## src/rtl/regbank_writeback_pkg.sv

```systemverilog
// rtl/regbank_writeback_pkg.sv - shared writeback kind and state encodings
package regbank_writeback_pkg;

  localparam int NUM_REGS = 16;
  localparam int REG_IDX_W = 4;
  localparam int DATA_W = 32;

  // Retiring instruction kinds as delivered by execute/memory
  typedef enum logic [1:0] {
    WB_KIND_NONE    = 2'd0,
    WB_KIND_ALU     = 2'd1,
    WB_KIND_LOADHI  = 2'd2,
    WB_KIND_MEMLOAD = 2'd3
  } wb_kind_t;

  // Writeback control states
  typedef enum logic {
    WB_IDLE     = 1'b0,
    WB_WAIT_MEM = 1'b1
  } wb_state_t;

endpackage

```

## src/rtl/wb_pending_scoreboard.sv

```systemverilog
// rtl/wb_pending_scoreboard.sv - pending-load scoreboard with two hazard lookups
module wb_pending_scoreboard
  import regbank_writeback_pkg::*;
(
  input  logic                 clk,
  input  logic                 reset,
  input  logic                 set_en,
  input  logic [REG_IDX_W-1:0] set_idx,
  input  logic                 clr_en,
  input  logic [REG_IDX_W-1:0] clr_idx,
  input  logic [REG_IDX_W-1:0] query_a,
  input  logic [REG_IDX_W-1:0] query_b,
  output logic                 hazard_a,
  output logic                 hazard_b,
  output logic [NUM_REGS-1:0]  pending
);

  logic [NUM_REGS-1:0] set_mask;
  logic [NUM_REGS-1:0] clr_mask;
  logic [NUM_REGS-1:0] pend_q;

  // Decode the one-hot set and clear requests
  always_comb begin
    set_mask = '0;
    clr_mask = '0;
    if (set_en) set_mask[set_idx] = 1'b1;
    if (clr_en) clr_mask[clr_idx] = 1'b1;
  end

  // Clear first, then set, so a set is never lost; r0 is never tracked
  always_ff @(posedge clk) begin
    if (reset) begin
      pend_q <= '0;
    end else begin
      pend_q <= ((pend_q & ~clr_mask) | set_mask) & ~NUM_REGS'(1);
    end
  end

  assign pending  = pend_q;
  assign hazard_a = pend_q[query_a] && (query_a != '0);
  assign hazard_b = pend_q[query_b] && (query_b != '0);

endmodule

```

## src/rtl/regbank_writeback.sv

```systemverilog
// rtl/regbank_writeback.sv - writeback stage driving the regbank write port; optional REGBANK_WB_LOAD_TIMEOUT_EN
module regbank_writeback
  import regbank_writeback_pkg::*;
#(
  parameter int TIMEOUT_CYCLES = 255,
  parameter int TIMEOUT_W      = 8
) (
  input  logic                 clk,
  input  logic                 reset,
  input  logic                 in_valid,
  output logic                 in_ready,
  input  logic [1:0]           in_kind,
  input  logic [REG_IDX_W-1:0] in_dreg,
  input  logic [DATA_W-1:0]    in_data,
  input  logic                 mem_rdata_valid,
  input  logic [DATA_W-1:0]    mem_rdata,
  output logic [REG_IDX_W-1:0] addr_d,
  output logic [DATA_W-1:0]    data_d,
  output logic                 we,
  output logic                 we_high,
  input  logic [REG_IDX_W-1:0] query_a,
  input  logic [REG_IDX_W-1:0] query_b,
  output logic                 hazard_a,
  output logic                 hazard_b,
  output logic [NUM_REGS-1:0]  pending,
  output logic                 err_timeout
);

  wb_state_t            state, state_next;
  wb_kind_t             kind;
  logic [REG_IDX_W-1:0] dreg_q, dreg_next;
  logic [REG_IDX_W-1:0] addr_next;
  logic [DATA_W-1:0]    data_next;
  logic                 we_next, we_high_next;
  logic                 set_en, clr_en;
  logic                 timeout_hit;

  assign kind     = wb_kind_t'(in_kind);
  assign in_ready = (state == WB_IDLE);

`ifdef REGBANK_WB_LOAD_TIMEOUT_EN
  logic [TIMEOUT_W-1:0] tmo_cnt;

  assign timeout_hit = (tmo_cnt == TIMEOUT_W'(TIMEOUT_CYCLES));

  // Count WAIT_MEM cycles without data; restart whenever the wait ends
  always_ff @(posedge clk) begin
    if (reset) begin
      tmo_cnt <= '0;
    end else if (state == WB_WAIT_MEM && !mem_rdata_valid && !timeout_hit) begin
      tmo_cnt <= tmo_cnt + 1'b1;
    end else begin
      tmo_cnt <= '0;
    end
  end

  // Sticky abort flag; data on the limit cycle takes precedence
  always_ff @(posedge clk) begin
    if (reset) begin
      err_timeout <= 1'b0;
    end else if (state == WB_WAIT_MEM && !mem_rdata_valid && timeout_hit) begin
      err_timeout <= 1'b1;
    end
  end
`else
  assign timeout_hit = 1'b0;
  // Without the timeout the parameters only carry a width sanity term
  assign err_timeout = 1'b0 && (TIMEOUT_CYCLES < (1 << TIMEOUT_W));
`endif

  // Next-state and next write-port values; r0 never gets a write pulse
  always_comb begin
    state_next   = state;
    dreg_next    = dreg_q;
    addr_next    = addr_d;
    data_next    = data_d;
    we_next      = 1'b0;
    we_high_next = 1'b0;
    set_en       = 1'b0;
    clr_en       = 1'b0;
    unique case (state)
      WB_IDLE: begin
        if (in_valid) begin
          unique case (kind)
            WB_KIND_ALU: begin
              if (in_dreg != '0) begin
                we_next   = 1'b1;
                addr_next = in_dreg;
                data_next = in_data;
              end
            end
            WB_KIND_LOADHI: begin
              if (in_dreg != '0) begin
                we_next      = 1'b1;
                we_high_next = 1'b1;
                addr_next    = in_dreg;
                data_next    = {16'h0000, in_data[15:0]};
              end
            end
            WB_KIND_MEMLOAD: begin
              dreg_next  = in_dreg;
              set_en     = 1'b1;
              state_next = WB_WAIT_MEM;
            end
            default: ;
          endcase
        end
      end
      WB_WAIT_MEM: begin
        if (mem_rdata_valid) begin
          clr_en     = 1'b1;
          state_next = WB_IDLE;
          if (dreg_q != '0) begin
            we_next   = 1'b1;
            addr_next = dreg_q;
            data_next = mem_rdata;
          end
        end else if (timeout_hit) begin
          clr_en     = 1'b1;
          state_next = WB_IDLE;
        end
      end
      default: state_next = WB_IDLE;
    endcase
  end

  // State and registered write-port outputs
  always_ff @(posedge clk) begin
    if (reset) begin
      state   <= WB_IDLE;
      dreg_q  <= '0;
      addr_d  <= '0;
      data_d  <= '0;
      we      <= 1'b0;
      we_high <= 1'b0;
    end else begin
      state   <= state_next;
      dreg_q  <= dreg_next;
      addr_d  <= addr_next;
      data_d  <= data_next;
      we      <= we_next;
      we_high <= we_high_next;
    end
  end

  wb_pending_scoreboard u_scoreboard (
    .clk      (clk),
    .reset    (reset),
    .set_en   (set_en),
    .set_idx  (in_dreg),
    .clr_en   (clr_en),
    .clr_idx  (dreg_q),
    .query_a  (query_a),
    .query_b  (query_b),
    .hazard_a (hazard_a),
    .hazard_b (hazard_b),
    .pending  (pending)
  );

endmodule

```

## config.mk

```make
export PLATFORM = sky130hd
export DESIGN_NAME = regbank_writeback
export DESIGN_NICKNAME = d
export VERILOG_FILES = /design/src/rtl/regbank_writeback_pkg.sv /design/src/rtl/wb_pending_scoreboard.sv /design/src/rtl/regbank_writeback.sv
export SDC_FILE = /design/constraint.sdc
export NUM_CORES = 1
export LEC_CHECK = 0
export BUFFER_PORTS_ARGS = -buffer_cell sky130_fd_sc_hd__buf_2
export CAP_MARGIN = 20
export CELL_PAD_IN_SITES_DETAIL_PLACEMENT = 1
export CELL_PAD_IN_SITES_GLOBAL_PLACEMENT = 2
export CORE_MARGIN = 4
export CORE_UTILIZATION = 29
export DETAILED_ROUTE_END_ITERATION = 16
export GPL_ROUTABILITY_DRIVEN = 0
export PLACE_DENSITY = 0.85
export SLEW_MARGIN = 20
export SYNTH_ARGS = -nofsm -noshare
export SYNTH_HDL_FRONTEND = slang
export SYNTH_SLANG_ARGS = --single-unit
export TNS_END_PERCENT = 50
```

## constraint.sdc

```tcl
create_clock -name clk -period 3.8 [get_ports clk]
set_clock_uncertainty 0.05 [all_clocks]
set_input_delay 0.76 -clock clk [delete_from_list [all_inputs] [get_ports clk]]
set_output_delay 0.76 -clock clk [all_outputs]
set_load 0.02 [all_outputs]
```

# ---- Word-level counts from Yosys, hierarchy flattened
# Cells that the tools add are included.
dict set report op_classes {
  n_reduce_logical 13
  bitwise 6
  mux 36
  order_cmp 6
  n_eq_ne 11
}
# cell count
set op_table {}
lappend op_table {{$mux W32} 5}
lappend op_table {{$pmux W32 S2} 2}
lappend op_table {{$mux W16} 2}
lappend op_table {{$lt A4 B5 Y1 const B} 4}
lappend op_table {{$mux W4} 5}
lappend op_table {{$and A16 B16 Y16} 1}
lappend op_table {{$not A16 Y16} 1}
lappend op_table {{$or A16 B16 Y16} 1}
lappend op_table {{$reduce_bool A4 Y1} 4}
lappend op_table {{$mux W1} 15}
lappend op_table {{$bmux W1 S4} 2}
lappend op_table {{$demux W1 S4} 2}
lappend op_table {{$ge A4 B1 Y1 const B} 2}
lappend op_table {{$pmux W4 S2} 1}
lappend op_table {{$ne A2 B2 Y1 const B} 3}
lappend op_table {{$ne A3 B3 Y1 const B} 2}
lappend op_table {{$reduce_and A6 Y1} 1}
lappend op_table {{$reduce_and A5 Y1} 1}
lappend op_table {{$eq A2 B2 Y1 const B} 2}
lappend op_table {{$logic_and A1 B1 Y1} 4}
lappend op_table {{$ne A2 B1 Y1 const B} 2}
lappend op_table {{$pmux W1 S2} 2}
lappend op_table {{$reduce_or A4 Y1} 1}
lappend op_table {{$ne A3 B1 Y1 const B} 1}
lappend op_table {{4 further kinds} 6}
dict set report totals {
  wordCells 80
  regBits 59
  input_bits 82
  output_inout_bits 58
}

# ---- Logic depth before layout (Yosys ltp)
dict set report depth {
  word_depth 8
  depth_mapped 8
  mapped_depth_nobuf 6
}

# ---- Modules after synthesis
# A second synthesis with hierarchy kept.
dict set report unflattened {
  cells_unflattened 352
  area_unflattened_um2 3365.7
}
# mod cells_each seq_area_each_um2 instances area_per_inst_um2
set by_module_without_submodules {}
lappend by_module_without_submodules {regbank_writeback 239 860.8 1 2409.8}
lappend by_module_without_submodules {wb_pending_scoreboard 113 300.3 1 955.9}

# ---- Worst setup path after synthesis
# No wires, ideal clock.
dict set report synth_timing {
  path_type {input-to-output}
  from {input port query_a[0]}
  to {output port hazard_a}
  path_slack_ps 1401
  n_path_buf 0
  required_time_ps 2990
  cell_stages 4
  arrival_time_ps 1589
  path_cell_list {mux4_2 > nand2_1 > o21ai_0 > o21a_1}
}
dict set report synth_via {
  elab_chain_len 3
  elab_cells_between_ends 4
  cone_classes {mux (2); reduce/logical (2)}
}
# element line_no
set synth_rtl {}
lappend synth_rtl {{start, declared} regbank_writeback.sv:21} ;# input logic [REG_IDX_W-1:0] query_a,
lappend synth_rtl {{$bmux W1 S4} wb_pending_scoreboard.sv:40} ;# assign hazard_a = pend_q[query_a] && (query_a != '0);
lappend synth_rtl {{$mux W1 (implied by the code)} wb_pending_scoreboard.sv:40}
lappend synth_rtl {{$logic_and A1 B1 Y1 *} wb_pending_scoreboard.sv:40}
lappend synth_rtl {{end, declared} regbank_writeback.sv:23} ;# output logic hazard_a,
# Mark *: on every way between the ends. The rest lies on a longest branch, timed or not. The select of a mux whose other input is x is not followed.

# ---- Worst setup path in the final report
dict set report layout_timing {
  from {input port query_a[2]}
  to {output port hazard_a}
}
# The elaborated chain is that of the path after synthesis.

==> summary.md <==
| Metric | Value |
|---|---|
| Max-Cap Viols | 0 |
| Die Area | around 0.012 mm2 |
| Antenna-violating nets left | 0 |
| Critical-path cell list | buf_2, mux4_2, mux2i_1, nand2_1, o21a_1, buf_2 |
| Vias in the first global route | between 3000 and 4000 |
| Setup TNS | 0 ns |
| Worst Path Arrival | 1.91 ns |
| Setup crit end kind | output pin |
| Relative slew slack | 35.4% |
| Synth Area in XOR/XNOR | 0% |
| HP Class | register to register |
| Die width | around 110 um |
| Worst slew pin tran | 0.966 ns |
| Clock slew at reported path FFs | 0.06 ns |
| IO Count | 140 |
| Row count | 36 |
| Crit Path Category | input pin to output pin |
| Detailed Routing Iterations Pass 1 | 4 |
| Syn_area_per_cell | between 9 and 10 um2 |
| Final Cycle Share | 71.6% |
| Layout cell share with drive strength beyond 1 | a little under half |
| Finished Cell Area | between 0.003 and 0.004 mm2 |
| RSZ-0062 raised after global routing | false |
| CP peak stage delay | approximately 0.52 ns |
| P_sw | 0.000452 W |
| Simple-gate area share of the yosys netlist | between 10 and 15% |
| Critical Path RT | 2.99 ns |
| Core Footprint | 0.00995 mm2 |
| Clock root buffer | clkbuf_8 |
| Pins Over Slew Limit | 0 |
| H-tree lvl count | 3 |
| Setup-failing EPs final | 0 |
| Startpoint Class | input pin |
| Peak VDD IR | 0.150 mV |
| Sw Share | 30.3% |
| GRT Overall Usage | roughly 17% |
| Yosys reg bits | 58 |
| Synthesized area | 0.00301 mm2 |
| Pwr dens | ~380 mW/mm2 |
| Worst-case clock buffer depth | 2 |
| Gate power share | a little over a fifth |
| Die Height | between 100 and 150 um |
| # diodes | 0 |
| Clk pwr share | between 30 and 40% |
| Initial antenna violation count | 0 |
| Clk sinks | slightly below 60 |
| Detailed placement HPWL | between 7000 and 8000 um |
| Seq/Total Area, Yosys | between 30% and 40% |
| Post-synthesis compound-gate area fraction | a little under a third |
| CTS tree | yes |
| CTS buffer count | 9 |
| Status | completed |
| DR iter-0 viols | 80 |
| DRC viols | 0 |
| Placement Cell Area | 0.00375 mm2 |
| Worst hold margin | ~0.46 ns |
| Synthesis-to-finish area growth | 30.5% |
| DRT Wirelength | around 9700 um |
| Hold Vio Cnt, Final | 0 |
| Sequential power share | between 40% and 50% |
| Distinct cells, synth | 37 |
| Crit path max-delay cell type | mux4_2 |
| Combinational family with the most area after synthesis | compound AO/OA/AOI/OAI gates |
| Post-synthesis mux area share | between 10% and 20% |
| Via/cell ratio | 5.09 |
| CP Max Fanout | 5 |
| Synth warnings | 0 |
| Fill cells | around 1200 |
| Clk_lat worst skew | 0.33 ns |
| Post-CTS Hold Buffers | 0 |
| Post-Synth Adder-Cell Area | roughly 1.2% |
| Post-CTS setup buffers | 0 |
| Final nets | 520 |
| Total gr overflow | 0 |
| Global-route wire length before repair | 15600 um |
| Post-Syn Instances | roughly 310 |
| Vias | 2912 |
| Port buffer count | roughly 140 |
| Pleak | ~1.6 nW |
| Tmin final | 2.72 ns |
| Largest net degree at the start of global routing | just under 60 |
| Most frequent CP cell | buf_2 |
| Max Fclk | between 0.3 and 0.4 GHz |
| Post-CTS sizing | 0 |
| Int Pwr | 0.00104 W |
| WL/cell | about 17 um |
| Initial Utilization | 30.2% |
[cells in the final DEF (no fill, tap or decap), types with 3 or more instances in the layout]
master      n
nor2b_1     3
mux4_2      6
buf_4       4
buf_2     137
clkinv_2    3
nand3_1     4
nor2_1      8
ha_1        3
clkbuf_8   11
nand2_1    19
a211oi_2   30
a22oi_1    15
o21ai_0    17
inv_1       4
mux2i_1    24
nand2b_1    4
dfxtp_1    57
a21oi_1    57
nand4b_1    4
a211oi_1    6
[registers in the layout, indices dropped and copies added (netlist names)]
signal                flops
state                     1
u_scoreboard.pending     15
dreg_q                    4
we                        1
we_high                   1
data_d                   32
addr_d                    4
[stage by stage]
step	power [W]	instances	utilization [%]	setup WS, ns
after global routing	0.00158	572	39.4	0.994
after floorplan	0.000895	310	-	1.40
after CTS	0.00152	572	39.4	1.06
final	0.00149	572	39.4	1.08
after detailed placement	0.00101	557	37.7	1.07
after global placement	0.00100	557	37.7	1.12
[area by class of cell]
cell class / instances / area, um2 / share of cell area (%)
multi-input cells: 221 / 1690 / 43.2
flip-flops and latches: 58 / 1160 / 29.6
repair buffers: 141 / 716 / 18.2
well taps: 133 / 166 / 4.24
clock buffers: 12 / 155 / 3.96
clock inverters: 3 / 15.0 / 0.383
inverters: 4 / 15.0 / 0.383
[worst max-delay path, delay by kind of cell]
kind	cells	cell delay, ns
multiplexers	2	0.67
buffers and inverters	2	0.31
AO/OA/AOI/OAI	1	0.10
AND/OR/NAND/NOR	1	0.07
[worst paths after layout]
check | to | from | cells past startpoint | slack [ns]
worst max-delay path | hazard_a | query_a[2] | 6 | 1.08
worst min-delay path | u_scoreboard.pending[9] | u_scoreboard.pending[9] | 2 | 0.46
worst min register to register | u_scoreboard.pending[9] | u_scoreboard.pending[9] | 2 | 0.46
worst max register to register | data_d[31] | state | 5 | 1.50
[cells by family after synthesis]
logic type | count (synthesis)
AOI/OAI and AO/OA | 129
DFF | 58
and+or+nand+nor | 55
muxes | 32
buffers and inverters | 31
adders and majority gates | 3
other | 1
[power by group through the flow]
stage | Sequential, W | Combinational (W) | Clock [W]
2_1_floorplan | 0.000725 | 0.000170 | 0
3_3_place_gp | 0.000683 | 0.000321 | 0
4_1_cts | 0.000671 | 0.000332 | 0.000514
6_report | 0.000671 | 0.000327 | 0.000495
5_1_grt | 0.000677 | 0.000359 | 0.000543
3_5_place_dp | 0.000684 | 0.000331 | 0
[routing by layer]
layer / track usage, % / part of all wire (%) / vias to the layer above
li1: - / - / 1410
met1: 20.1 / 42 / 1423
met2: 28.7 / 52 / 68
met3: 4.05 / 5.2 / 11
met4: 4.81 / 1.3 / 0
met5: 0 / 0 / -
[Yosys cell counts (all sizes together)]
cell	number	area [um2]
a211oi	36	420
a21oi	57	285
a22oi	15	113
and2	2	17.5
and3b	2	17.5
buf	14	101
clkbuf	13	48.8
conb	1	3.75
dfxtp	58	1160
ha	3	37.5
inv	4	15.0
mux2	2	22.5
mux2i	24	240
mux4	6	135
nand2	19	71.3
nand2b	4	25.0
nand3	4	20.0
nand3b	1	7.51
nand4	1	6.26
nand4b	4	35.0
nor2	8	30.0
nor2b	3	18.8
nor3	1	5.00
nor3b	1	7.51
nor4	1	12.5
nor4b	1	8.76
o21a	2	15.0
o21ai	17	85.1
o31ai	2	20.0
or2	1	6.26
or3	1	6.26
or4	1	7.51
No activity file was read; power rests on OpenSTA's default activity.
